<file path="config.mk">
export PLATFORM = sky130hd
export DESIGN_NAME = mem_arbiter_flat
export DESIGN_NICKNAME = d
export VERILOG_FILES = /design/src/rtl/mem_arbiter_pkg.sv /design/src/rtl/mem_arbiter_if.sv /design/src/rtl/mem_arbiter.sv /design/src/flat_wrapper.sv
export SDC_FILE = /design/constraint.sdc
export NUM_CORES = 1
export LEC_CHECK = 0
export CAP_MARGIN = 20
export CORE_MARGIN = 2
export CORE_UTILIZATION = 41
export CTS_CLUSTER_DIAMETER = 30
export DETAILED_ROUTE_END_ITERATION = 7
export PLACE_DENSITY = 0.85
export SYNTH_ARGS = -nofsm -noshare
export SYNTH_HDL_FRONTEND = slang
export SYNTH_SLANG_ARGS = --single-unit
</file>
<file path="constraint.sdc">
create_clock -name clk_i -period 4.53 [get_ports clk_i]
set_clock_uncertainty 0.2 [all_clocks]
set_input_delay 0.906 -clock clk_i [delete_from_list [all_inputs] [get_ports clk_i]]
set_output_delay 0.906 -clock clk_i [all_outputs]
set_load 0.03 [all_outputs]
</file>
<file path="src/rtl/mem_arbiter_pkg.sv">
// Shared types for the fetch/data memory arbiter: access size encoding and FSM states.
package mem_arbiter_pkg;

    typedef enum logic [1:0] {
        SIZE_BYTE  = 2'd0,
        SIZE_HALF  = 2'd1,
        SIZE_WORD  = 2'd2,
        SIZE_DWORD = 2'd3
    } access_size_t;

    typedef enum logic [1:0] {
        ST_IDLE     = 2'd0,
        ST_ISSUE    = 2'd1,
        ST_WAIT_RSP = 2'd2
    } arb_state_t;

endpackage

</file>
<file path="src/rtl/mem_arbiter_if.sv">
// Requester and memory-side signal bundle of mem_arbiter.
// slave = arbiter side, master = environment (fetch unit, data unit, memory).
interface mem_arbiter_if
    import mem_arbiter_pkg::*;
#(
    parameter int unsigned ADDR_WIDTH = 32,
    parameter int unsigned DATA_WIDTH = 32
);

    logic                  if_req_i;
    logic [ADDR_WIDTH-1:0] if_addr_i;
    access_size_t          if_size_i;
    logic                  if_gnt_o;
    logic                  if_rsp_valid_o;

    logic                  dm_rd_req_i;
    logic                  dm_wr_req_i;
    logic [ADDR_WIDTH-1:0] dm_addr_i;
    logic [DATA_WIDTH-1:0] dm_wdata_i;
    access_size_t          dm_size_i;
    logic                  dm_gnt_o;
    logic                  dm_rsp_valid_o;

    logic [DATA_WIDTH-1:0] rsp_data_o;

    logic                  mem_rd_req_valid_o;
    logic                  mem_wr_req_valid_o;
    logic                  mem_req_is_instr_o;
    logic [ADDR_WIDTH-1:0] mem_req_addr_o;
    logic [DATA_WIDTH-1:0] mem_wr_data_o;
    access_size_t          mem_req_size_o;
    logic                  mem_rsp_valid_i;
    logic [DATA_WIDTH-1:0] mem_rsp_data_i;

    modport slave (
        input  if_req_i, if_addr_i, if_size_i,
        input  dm_rd_req_i, dm_wr_req_i, dm_addr_i, dm_wdata_i, dm_size_i,
        input  mem_rsp_valid_i, mem_rsp_data_i,
        output if_gnt_o, if_rsp_valid_o, dm_gnt_o, dm_rsp_valid_o, rsp_data_o,
        output mem_rd_req_valid_o, mem_wr_req_valid_o, mem_req_is_instr_o,
        output mem_req_addr_o, mem_wr_data_o, mem_req_size_o
    );

    modport master (
        output if_req_i, if_addr_i, if_size_i,
        output dm_rd_req_i, dm_wr_req_i, dm_addr_i, dm_wdata_i, dm_size_i,
        output mem_rsp_valid_i, mem_rsp_data_i,
        input  if_gnt_o, if_rsp_valid_o, dm_gnt_o, dm_rsp_valid_o, rsp_data_o,
        input  mem_rd_req_valid_o, mem_wr_req_valid_o, mem_req_is_instr_o,
        input  mem_req_addr_o, mem_wr_data_o, mem_req_size_o
    );

endinterface

</file>
<file path="src/rtl/mem_arbiter.sv">
// Single-outstanding arbiter between instruction fetch and data requests onto one memory port.
// Optional grant counters (perf_if_grants_o / perf_dm_grants_o) are built with MEM_ARB_PERF_EN.
module mem_arbiter
    import mem_arbiter_pkg::*;
#(
    parameter int unsigned ADDR_WIDTH   = 32,
    parameter int unsigned DATA_WIDTH   = 32,
    parameter int unsigned STARVE_LIMIT = 4
) (
    input  logic          clk_i,
    input  logic          rst_i,
    mem_arbiter_if.slave  bus
`ifdef MEM_ARB_PERF_EN
    ,
    output logic [31:0]   perf_if_grants_o,
    output logic [31:0]   perf_dm_grants_o
`endif
);

    localparam int unsigned CNT_W   = (STARVE_LIMIT < 1) ? 1 : $clog2(STARVE_LIMIT + 1);
    localparam logic [CNT_W-1:0] CNT_MAX = CNT_W'(STARVE_LIMIT);

    arb_state_t            state_q, state_d;
    logic [CNT_W-1:0]      starve_q, starve_d;
    logic                  owner_instr_q, owner_instr_d;
    logic                  is_wr_q, is_wr_d;
    logic [ADDR_WIDTH-1:0] addr_q, addr_d;
    logic [DATA_WIDTH-1:0] wdata_q, wdata_d;
    access_size_t          size_q, size_d;

    logic dm_req;
    logic fetch_wins;

    // Data has priority unless fetch has waited through STARVE_LIMIT data grants.
    assign dm_req     = bus.dm_rd_req_i | bus.dm_wr_req_i;
    assign fetch_wins = bus.if_req_i & (~dm_req | (starve_q == CNT_MAX));

    always_ff @(posedge clk_i or negedge rst_i) begin
        if (!rst_i) begin
            state_q       <= ST_IDLE;
            starve_q      <= '0;
            owner_instr_q <= 1'b0;
            is_wr_q       <= 1'b0;
            addr_q        <= '0;
            wdata_q       <= '0;
            size_q        <= SIZE_BYTE;
        end else begin
            state_q       <= state_d;
            starve_q      <= starve_d;
            owner_instr_q <= owner_instr_d;
            is_wr_q       <= is_wr_d;
            addr_q        <= addr_d;
            wdata_q       <= wdata_d;
            size_q        <= size_d;
        end
    end

    always_comb begin
        state_d       = state_q;
        starve_d      = starve_q;
        owner_instr_d = owner_instr_q;
        is_wr_d       = is_wr_q;
        addr_d        = addr_q;
        wdata_d       = wdata_q;
        size_d        = size_q;

        bus.if_gnt_o           = 1'b0;
        bus.dm_gnt_o           = 1'b0;
        bus.if_rsp_valid_o     = 1'b0;
        bus.dm_rsp_valid_o     = 1'b0;
        bus.rsp_data_o         = '0;
        bus.mem_rd_req_valid_o = 1'b0;
        bus.mem_wr_req_valid_o = 1'b0;
        bus.mem_req_is_instr_o = 1'b0;
        bus.mem_req_addr_o     = '0;
        bus.mem_wr_data_o      = '0;
        bus.mem_req_size_o     = SIZE_BYTE;

        unique case (state_q)
            // Grants are combinational, so they are gated while reset is held.
            ST_IDLE: begin
                if (rst_i) begin
                    if (fetch_wins) begin
                        bus.if_gnt_o  = 1'b1;
                        owner_instr_d = 1'b1;
                        is_wr_d       = 1'b0;
                        addr_d        = bus.if_addr_i;
                        wdata_d       = '0;
                        size_d        = bus.if_size_i;
                        starve_d      = '0;
                        state_d       = ST_ISSUE;
                    end else if (dm_req) begin
                        bus.dm_gnt_o  = 1'b1;
                        owner_instr_d = 1'b0;
                        is_wr_d       = bus.dm_wr_req_i;
                        addr_d        = bus.dm_addr_i;
                        wdata_d       = bus.dm_wr_req_i ? bus.dm_wdata_i : '0;
                        size_d        = bus.dm_size_i;
                        if (bus.if_req_i && (starve_q != CNT_MAX)) begin
                            starve_d = starve_q + CNT_W'(1);
                        end
                        state_d       = ST_ISSUE;
                    end
                end
            end
            ST_ISSUE: begin
                bus.mem_rd_req_valid_o = ~is_wr_q;
                bus.mem_wr_req_valid_o = is_wr_q;
                bus.mem_req_is_instr_o = owner_instr_q;
                bus.mem_req_addr_o     = addr_q;
                bus.mem_wr_data_o      = wdata_q;
                bus.mem_req_size_o     = size_q;
                state_d                = ST_WAIT_RSP;
            end
            ST_WAIT_RSP: begin
                if (bus.mem_rsp_valid_i) begin
                    bus.if_rsp_valid_o = owner_instr_q;
                    bus.dm_rsp_valid_o = ~owner_instr_q;
                    bus.rsp_data_o     = bus.mem_rsp_data_i;
                    state_d            = ST_IDLE;
                end
            end
            default: begin
                state_d = ST_IDLE;
            end
        endcase
    end

`ifdef MEM_ARB_PERF_EN
    logic [31:0] perf_if_q, perf_if_d;
    logic [31:0] perf_dm_q, perf_dm_d;

    always_comb begin
        perf_if_d = perf_if_q + 32'(bus.if_gnt_o);
        perf_dm_d = perf_dm_q + 32'(bus.dm_gnt_o);
    end

    always_ff @(posedge clk_i or negedge rst_i) begin
        if (!rst_i) begin
            perf_if_q <= '0;
            perf_dm_q <= '0;
        end else begin
            perf_if_q <= perf_if_d;
            perf_dm_q <= perf_dm_d;
        end
    end

    assign perf_if_grants_o = perf_if_q;
    assign perf_dm_grants_o = perf_dm_q;
`endif

endmodule

</file>
<file path="src/flat_wrapper.sv">
// flat-port wrapper written by rule: the top's interface ports become plain ports
module mem_arbiter_flat import mem_arbiter_pkg::*;
#(
    parameter int unsigned ADDR_WIDTH   = 32,
    parameter int unsigned DATA_WIDTH   = 32,
    parameter int unsigned STARVE_LIMIT = 4
)
  (clk_i, rst_i, bus_if_req_i, bus_if_addr_i, bus_if_size_i, bus_dm_rd_req_i, bus_dm_wr_req_i, bus_dm_addr_i, bus_dm_wdata_i, bus_dm_size_i, bus_mem_rsp_valid_i, bus_mem_rsp_data_i, bus_if_gnt_o, bus_if_rsp_valid_o, bus_dm_gnt_o, bus_dm_rsp_valid_o, bus_rsp_data_o, bus_mem_rd_req_valid_o, bus_mem_wr_req_valid_o, bus_mem_req_is_instr_o, bus_mem_req_addr_o, bus_mem_wr_data_o, bus_mem_req_size_o);
  mem_arbiter_if #(.ADDR_WIDTH(ADDR_WIDTH), .DATA_WIDTH(DATA_WIDTH)) bus_i ();
  input  logic clk_i;
  input  logic rst_i;
  input wire logic [$bits(bus_i.if_req_i)-1:0] bus_if_req_i;
  input wire logic [$bits(bus_i.if_addr_i)-1:0] bus_if_addr_i;
  input wire logic [$bits(bus_i.if_size_i)-1:0] bus_if_size_i;
  input wire logic [$bits(bus_i.dm_rd_req_i)-1:0] bus_dm_rd_req_i;
  input wire logic [$bits(bus_i.dm_wr_req_i)-1:0] bus_dm_wr_req_i;
  input wire logic [$bits(bus_i.dm_addr_i)-1:0] bus_dm_addr_i;
  input wire logic [$bits(bus_i.dm_wdata_i)-1:0] bus_dm_wdata_i;
  input wire logic [$bits(bus_i.dm_size_i)-1:0] bus_dm_size_i;
  input wire logic [$bits(bus_i.mem_rsp_valid_i)-1:0] bus_mem_rsp_valid_i;
  input wire logic [$bits(bus_i.mem_rsp_data_i)-1:0] bus_mem_rsp_data_i;
  output wire logic [$bits(bus_i.if_gnt_o)-1:0] bus_if_gnt_o;
  output wire logic [$bits(bus_i.if_rsp_valid_o)-1:0] bus_if_rsp_valid_o;
  output wire logic [$bits(bus_i.dm_gnt_o)-1:0] bus_dm_gnt_o;
  output wire logic [$bits(bus_i.dm_rsp_valid_o)-1:0] bus_dm_rsp_valid_o;
  output wire logic [$bits(bus_i.rsp_data_o)-1:0] bus_rsp_data_o;
  output wire logic [$bits(bus_i.mem_rd_req_valid_o)-1:0] bus_mem_rd_req_valid_o;
  output wire logic [$bits(bus_i.mem_wr_req_valid_o)-1:0] bus_mem_wr_req_valid_o;
  output wire logic [$bits(bus_i.mem_req_is_instr_o)-1:0] bus_mem_req_is_instr_o;
  output wire logic [$bits(bus_i.mem_req_addr_o)-1:0] bus_mem_req_addr_o;
  output wire logic [$bits(bus_i.mem_wr_data_o)-1:0] bus_mem_wr_data_o;
  output wire logic [$bits(bus_i.mem_req_size_o)-1:0] bus_mem_req_size_o;
  assign bus_i.if_req_i = bus_if_req_i;
  assign bus_i.if_addr_i = bus_if_addr_i;
  assign bus_i.if_size_i = bus_if_size_i;
  assign bus_i.dm_rd_req_i = bus_dm_rd_req_i;
  assign bus_i.dm_wr_req_i = bus_dm_wr_req_i;
  assign bus_i.dm_addr_i = bus_dm_addr_i;
  assign bus_i.dm_wdata_i = bus_dm_wdata_i;
  assign bus_i.dm_size_i = bus_dm_size_i;
  assign bus_i.mem_rsp_valid_i = bus_mem_rsp_valid_i;
  assign bus_i.mem_rsp_data_i = bus_mem_rsp_data_i;
  assign bus_if_gnt_o = bus_i.if_gnt_o;
  assign bus_if_rsp_valid_o = bus_i.if_rsp_valid_o;
  assign bus_dm_gnt_o = bus_i.dm_gnt_o;
  assign bus_dm_rsp_valid_o = bus_i.dm_rsp_valid_o;
  assign bus_rsp_data_o = bus_i.rsp_data_o;
  assign bus_mem_rd_req_valid_o = bus_i.mem_rd_req_valid_o;
  assign bus_mem_wr_req_valid_o = bus_i.mem_wr_req_valid_o;
  assign bus_mem_req_is_instr_o = bus_i.mem_req_is_instr_o;
  assign bus_mem_req_addr_o = bus_i.mem_req_addr_o;
  assign bus_mem_wr_data_o = bus_i.mem_wr_data_o;
  assign bus_mem_req_size_o = bus_i.mem_req_size_o;
  mem_arbiter #(.ADDR_WIDTH(ADDR_WIDTH), .DATA_WIDTH(DATA_WIDTH), .STARVE_LIMIT(STARVE_LIMIT)) u_core (.clk_i(clk_i), .rst_i(rst_i), .bus(bus_i));
endmodule
</file>
==> impl_metrics.ini, run 1 <==
[cts]
cts_resized = 0
ctsHoldBuffers = 0
path_clk_slew_ns = 0.08
htree_levels = 3
cts.sinks = 73
cts_max_path_buffers = 2
postCtsSetupBuffers = 0
clkLatencyLatePin_ns = 0.34
numCtsBuffers = 9
cts_tree = built
cts-root-buf = clkbuf_8

[route]
first_pass_iters = 5
vias_per_cell = 5.328
drt_iter0_markers = 224
drc = 0
vias = 4108
wl_per_cell_um = 17.53
ant_nets = 0
wirelength_um = 13510

[yosys]
synth_edf_count = 0
yosysWarnings = 0
synthFlopType = dfrtp_1
ys_seq_area_frac = 0.4603
synthTopCellsByArea = dfrtp_1, and2_1, a22o_1, a31oi_1, nand3_1
synth_top_area_frac = 0.4603
syn_area_sq_um = 3969
postSynthAreaPerCell_sq_um = 9.518
netlist_instances = 417
synth.most_common_cell = and2_1
async_flop_share = 1.000
synth_cell_types = 32
synth.ff_latch_count = 73
yosys.area.top_type = dfrtp_1
synth_top_cells_by_count = and2_1, dfrtp_1, nand3_1, o21ai_0
synth_nets = 557

[worst_setup_path]
startpoint_type = primary input
rr_startpoint = u_core.state_q[1]
critPathCaptureType = output pin
cp_max_fo = 31
crit_arrival_ns = 2.69
criticalPathCategory = primary input to output pin
startpoint = bus_mem_rsp_valid_i
worstPathRequired_ns = 3.42

[timing]
slew_headroom = 0.3452
min_period_ns = 3.798
fmax_ghz = 0.2633
fin_tns_setup_ns = 0
drv_slew = 0
grt_setup_unrepaired = no
tightest_slew_ns = 0.9821
final-hold-violation-count = 0
fin_ws_ns = 0.7322
fin_crit_sh = 0.8384
setup_viol = 0

[placed_design]
dp_slack_ns = 0.7078
place_hpwl_um = 9501
io_buffers = 242
place_area_sq_um = 6366
dp.cells = 755
gp_congestion = 0.8246

[power]
internal_power_mw = 1.962
power.density_nw_per_um2 = 494.2
share_comb_of_total_power = 0.485
p_sw_frac = 0.3975
seqPwrFrac = 0.337
power_leakage_nw = 2.629
clock_power_share = 0.178
ir_worst_vdd_mv = 0.2233
p_sw_mw = 1.294
design_power_total_mw = 3.257

[die]
rows = 35
core_area_sq_um = 9328
start_util = 0.4255
die_x_um = 102.4
die_area_sq_um = 10480
ios = 243
die_h_um = 102.4

[finish]
antenna_cells = 0
syn2layout_area_growth_pct = 66.05
nets = 777
final_cells = 771
final_cell_area_sq_um = 6590
layout-drive-gt1-share = 0.05296

[hold_path]
hold_path_class = register to register
min_from = u_core.is_wr_q

[run_status]
outcome = finished clean

[global_route]
grt_pass1_wl_um = 19820
grt_pass1_vias = 3760
grtUsageTotal = 0.2457
antenna_found_initial = 0
grt_overflow = 0
grt_start_max_net_pins = 74

[run]
drv_cap = 0
[registers in the layout (all words and copies together), names as in the netlist]
| signal | count |
|---|---|
| u_core.starve_q | 3 |
| u_core.wdata_q | 32 |
| u_core.size_q | 2 |
| u_core.addr_q | 32 |
| u_core.is_wr_q | 1 |
| u_core.state_q | 2 |
| u_core.owner_instr_q | 1 |
[power groups by stage]
stage	sequential (mW)	combinational, mW	clock [mW]
floorplan	1.06	1.04	0
global placement	1.09	1.55	0
detailed placement	1.10	1.58	0
CTS	1.09	1.59	0.594
global route	1.13	1.69	0.620
finish	1.10	1.58	0.580
[stage by stage]
stage          hold slack (ns)    util
2_1_floorplan           0.2638       -
3_3_place_gp            0.2791  0.6825
3_5_place_dp            0.2826  0.6825
4_1_cts                 0.3044  0.7065
5_1_grt                 0.3115  0.7065
6_report                0.3033  0.7065
[cell families after synthesis]
kind of cell / synth area share
compound gates: 0.2339
fa+ha+maj: 0.006304
buf+inv: 0.06589
flops: 0.4603
mux: 0.002522
simple gates: 0.2311
[path summary, 6_finish.rpt]
check	endpoint	slack (ns)	cells past startpoint
max	bus_rsp_data_o[9]	0.73	6
min	u_core.is_wr_q	0.30	1
max reg2reg	u_core.addr_q[14]	2.24	5
min reg2reg	u_core.is_wr_q	0.30	1
max in group asynchronous	u_core.addr_q[22]	2.92	2
min in group asynchronous	u_core.wdata_q[14]	0.59	2
[layout by cell type (no fill, tap or decap), types with 3 or more instances in the layout]
cell type        synthesis  routed
a21oi_1                 34      34
a22o_1                  32      32
a31oi_1                 34      34
and2_1                 102     102
buf_4                    4      11
clkbuf_8                 0       9
clkdlybuf4s50_1          0     239
dfrtp_1                 73      73
inv_1                    4       4
nand2b_1                 3       3
nand3_1                 35      35
nor2_1                   4       4
o21ai_0                 35      35
[worst max-delay path, cell delays in order]
cell and delay [ns]:
clkdlybuf4s50_1 0.47, inv_1 0.05, nor2_1 0.15, buf_4 0.26
and2_1 0.17, clkdlybuf4s50_1 0.69
[layer usage]
| layer | vias up | track usage | wire [um] | share of wire |
|---|---|---|---|---|
| met5 | - | 0 | 0 | 0 |
| met2 | 209 | 0.4130 | 6541 | 0.48 |
| li1 | 1916 | - | - | - |
| met4 | 0 | 0.07897 | 257 | 0.019 |
| met3 | 23 | 0.06156 | 1203 | 0.089 |
| met1 | 1960 | 0.3121 | 5511 | 0.41 |
[area by class of cell]
| type | instances | area (sq um) |
|---|---|---|
| inverters | 5 | 21.27 |
| well taps | 129 | 161.4 |
| clock inverters | 7 | 100.1 |
| fillers | 769 | 2738 |
| multi-input cells | 298 | 1882 |
| flip-flops and latches | 73 | 1827 |
| clock buffers | 9 | 123.9 |
| repair buffers | 250 | 2475 |
Power figures use the tool's default switching activity.
==> run 2, diff against run 1 <==
--- a/config.mk
+++ b/config.mk
@@ -7,10 +7,10 @@
 export LEC_CHECK = 0
 export CAP_MARGIN = 20
 export CORE_MARGIN = 2
-export CORE_UTILIZATION = 41
+export CORE_UTILIZATION = 38
 export CTS_CLUSTER_DIAMETER = 30
 export DETAILED_ROUTE_END_ITERATION = 7
-export PLACE_DENSITY = 0.85
+export PLACE_DENSITY = 0.79
 export SYNTH_ARGS = -nofsm -noshare
 export SYNTH_HDL_FRONTEND = slang
 export SYNTH_SLANG_ARGS = --single-unit
==> constraint.sdc (replaced) <==
create_clock -name clk_i -period 4 [get_ports clk_i]
set_clock_uncertainty 0.2 [all_clocks]
set_input_delay 0.8 -clock clk_i [delete_from_list [all_inputs] [get_ports clk_i]]
set_output_delay 0.8 -clock clk_i [all_outputs]
set_load 0.03 [all_outputs]
==> run 2 against run 1 <==
Effect of this change:
- clock power down 0.9%
- count of clock-buffer cells in the layout unchanged
- critical path depth down 2
- die area grew 7.6%
- largest power group unchanged
==> impl_metrics.ini, run 2 (synthesis gave the netlist of run 1 again) <==
[worst_setup_path]
worstPathRequired_ns = 3.00
startpoint_type = register
criticalPathCategory = register to output pin
critPathCaptureType = output pin
cp_max_fo = 26
crit_arrival_ns = 2.37

[die]
die_x_um = 106.2
ios = 243
die_area_sq_um = 11280
rows = 37
die_h_um = 106.2
start_util = 0.3879
core_area_sq_um = 10230

[route]
ant_nets = 0
wl_per_cell_um = 18.03
wirelength_um = 14100
drc = 0
drt_iter0_markers = 227
vias_per_cell = 5.270
vias = 4121
first_pass_iters = 5

[global_route]
antenna_found_initial = 0
grt_start_max_net_pins = 74
grt_pass1_vias = 4128
grt_overflow = 0
grt_pass1_wl_um = 21870
grtUsageTotal = 0.2482

[timing]
min_period_ns = 3.365
fin_tns_setup_ns = 0
final-hold-violation-count = 0
drv_slew = 0
fmax_ghz = 0.2972
fin_crit_sh = 0.8413
setup_viol = 0
slew_headroom = 0.3725
grt_setup_unrepaired = no
tightest_slew_ns = 0.9413

[cts]
cts_tree = built
cts-root-buf = clkbuf_8
cts.sinks = 73
postCtsSetupBuffers = 0
cts_resized = 0
path_clk_slew_ns = 0.08
htree_levels = 3
clkLatencyLatePin_ns = 0.34
numCtsBuffers = 9
cts_max_path_buffers = 2
ctsHoldBuffers = 0

[power]
power.density_nw_per_um2 = 548.9
power_leakage_nw = 2.728
ir_worst_vdd_mv = 0.2477

[finish]
nFillCells = 869
nets = 781
syn2layout_area_growth_pct = 68.32
layout_common_cells = clkdlybuf4s50_1, and2_1, dfrtp_1
layout_commonest_cell = clkdlybuf4s50_1
layout-drive-gt1-share = 0.1099
final_cell_area_sq_um = 6680
largestRegisters = u_core.addr_q x32, u_core.wdata_q x32, u_core.starve_q x3
multi_input_area_sq_um = 1882
seq_area_sq_um = 1827
antenna_cells = 0

[placed_design]
place_hpwl_um = 10420
io_buffers = 242
gp_congestion = 0.8223
place_area_sq_um = 6485

[run]
drv_cap = 0

[hold_path]
hold_path_class = register to register

[run_status]
outcome = finished clean
## run 2: final timing paths
| check | start | end | slack, ns | depth (start not counted) |
|---|---|---|---|---|
| min in group asynchronous | rst_i | u_core.wdata_q[31] | 0.48 | 2 |
| worst min register to register | u_core.wdata_q[8] | u_core.wdata_q[8] | 0.30 | 1 |
| max in group asynchronous | rst_i | u_core.addr_q[14] | 2.50 | 2 |
| worst min-delay path | u_core.wdata_q[8] | u_core.wdata_q[8] | 0.30 | 1 |
| worst max-delay path | u_core.state_q[1] | bus_mem_req_size_o[0] | 0.63 | 4 |
| worst max register to register | u_core.starve_q[0] | u_core.wdata_q[23] | 1.87 | 6 |
## run 2: area by class of cell
cell class | instances | area share
well taps | 136 | 0.02547
inverters | 5 | 0.003184
clock inverters | 7 | 0.01068
clock buffers | 9 | 0.01854
multi-input cells | 298 | 0.2817
flip-flops and latches | 73 | 0.2735
repair buffers | 254 | 0.3870
## run 2: power breakdown
| group | switching, mW | internal [mW] | leakage (nW) |
|---|---|---|---|
| Clock | 0.288 | 0.287 | 0.0912 |
| Combinational | 1.01 | 0.832 | 1.75 |
| Sequential | 0.181 | 1.07 | 0.882 |
## run 2: worst max-delay path: stages (launching register included)
cell and delay, ns:
dfrtp_1 0.43, and2b_2 0.39, buf_4 0.30, and2_1 0.15
clkdlybuf4s50_1 0.74
## run 2: per-stage QoR
stage | std cells | utilization | setup slack (ns) | hold slack (ns) | power [mW]
finish | 782 | 0.6529 | 0.6347 | 0.3023 | 3.667
global route | 782 | 0.6529 | 0.4610 | 0.3167 | 3.886
CTS | 782 | 0.6529 | 0.6026 | 0.3050 | 3.690
detailed placement | 766 | 0.6339 | 0.7310 | 0.2825 | 3.109
global placement | 766 | 0.6339 | 0.8095 | 0.2792 | 3.057
floorplan | 417 | - | 1.136 | 0.2638 | 2.371
## run 2: per-layer routing
layer | track usage | routed length, um | vias up
li1 | - | - | 1927
met1 | 0.2835 | 5267 | 1966
met2 | 0.4437 | 7290 | 205
met3 | 0.06990 | 1252 | 23
met4 | 0.08459 | 289 | 0
met5 | 0 | 0 | -
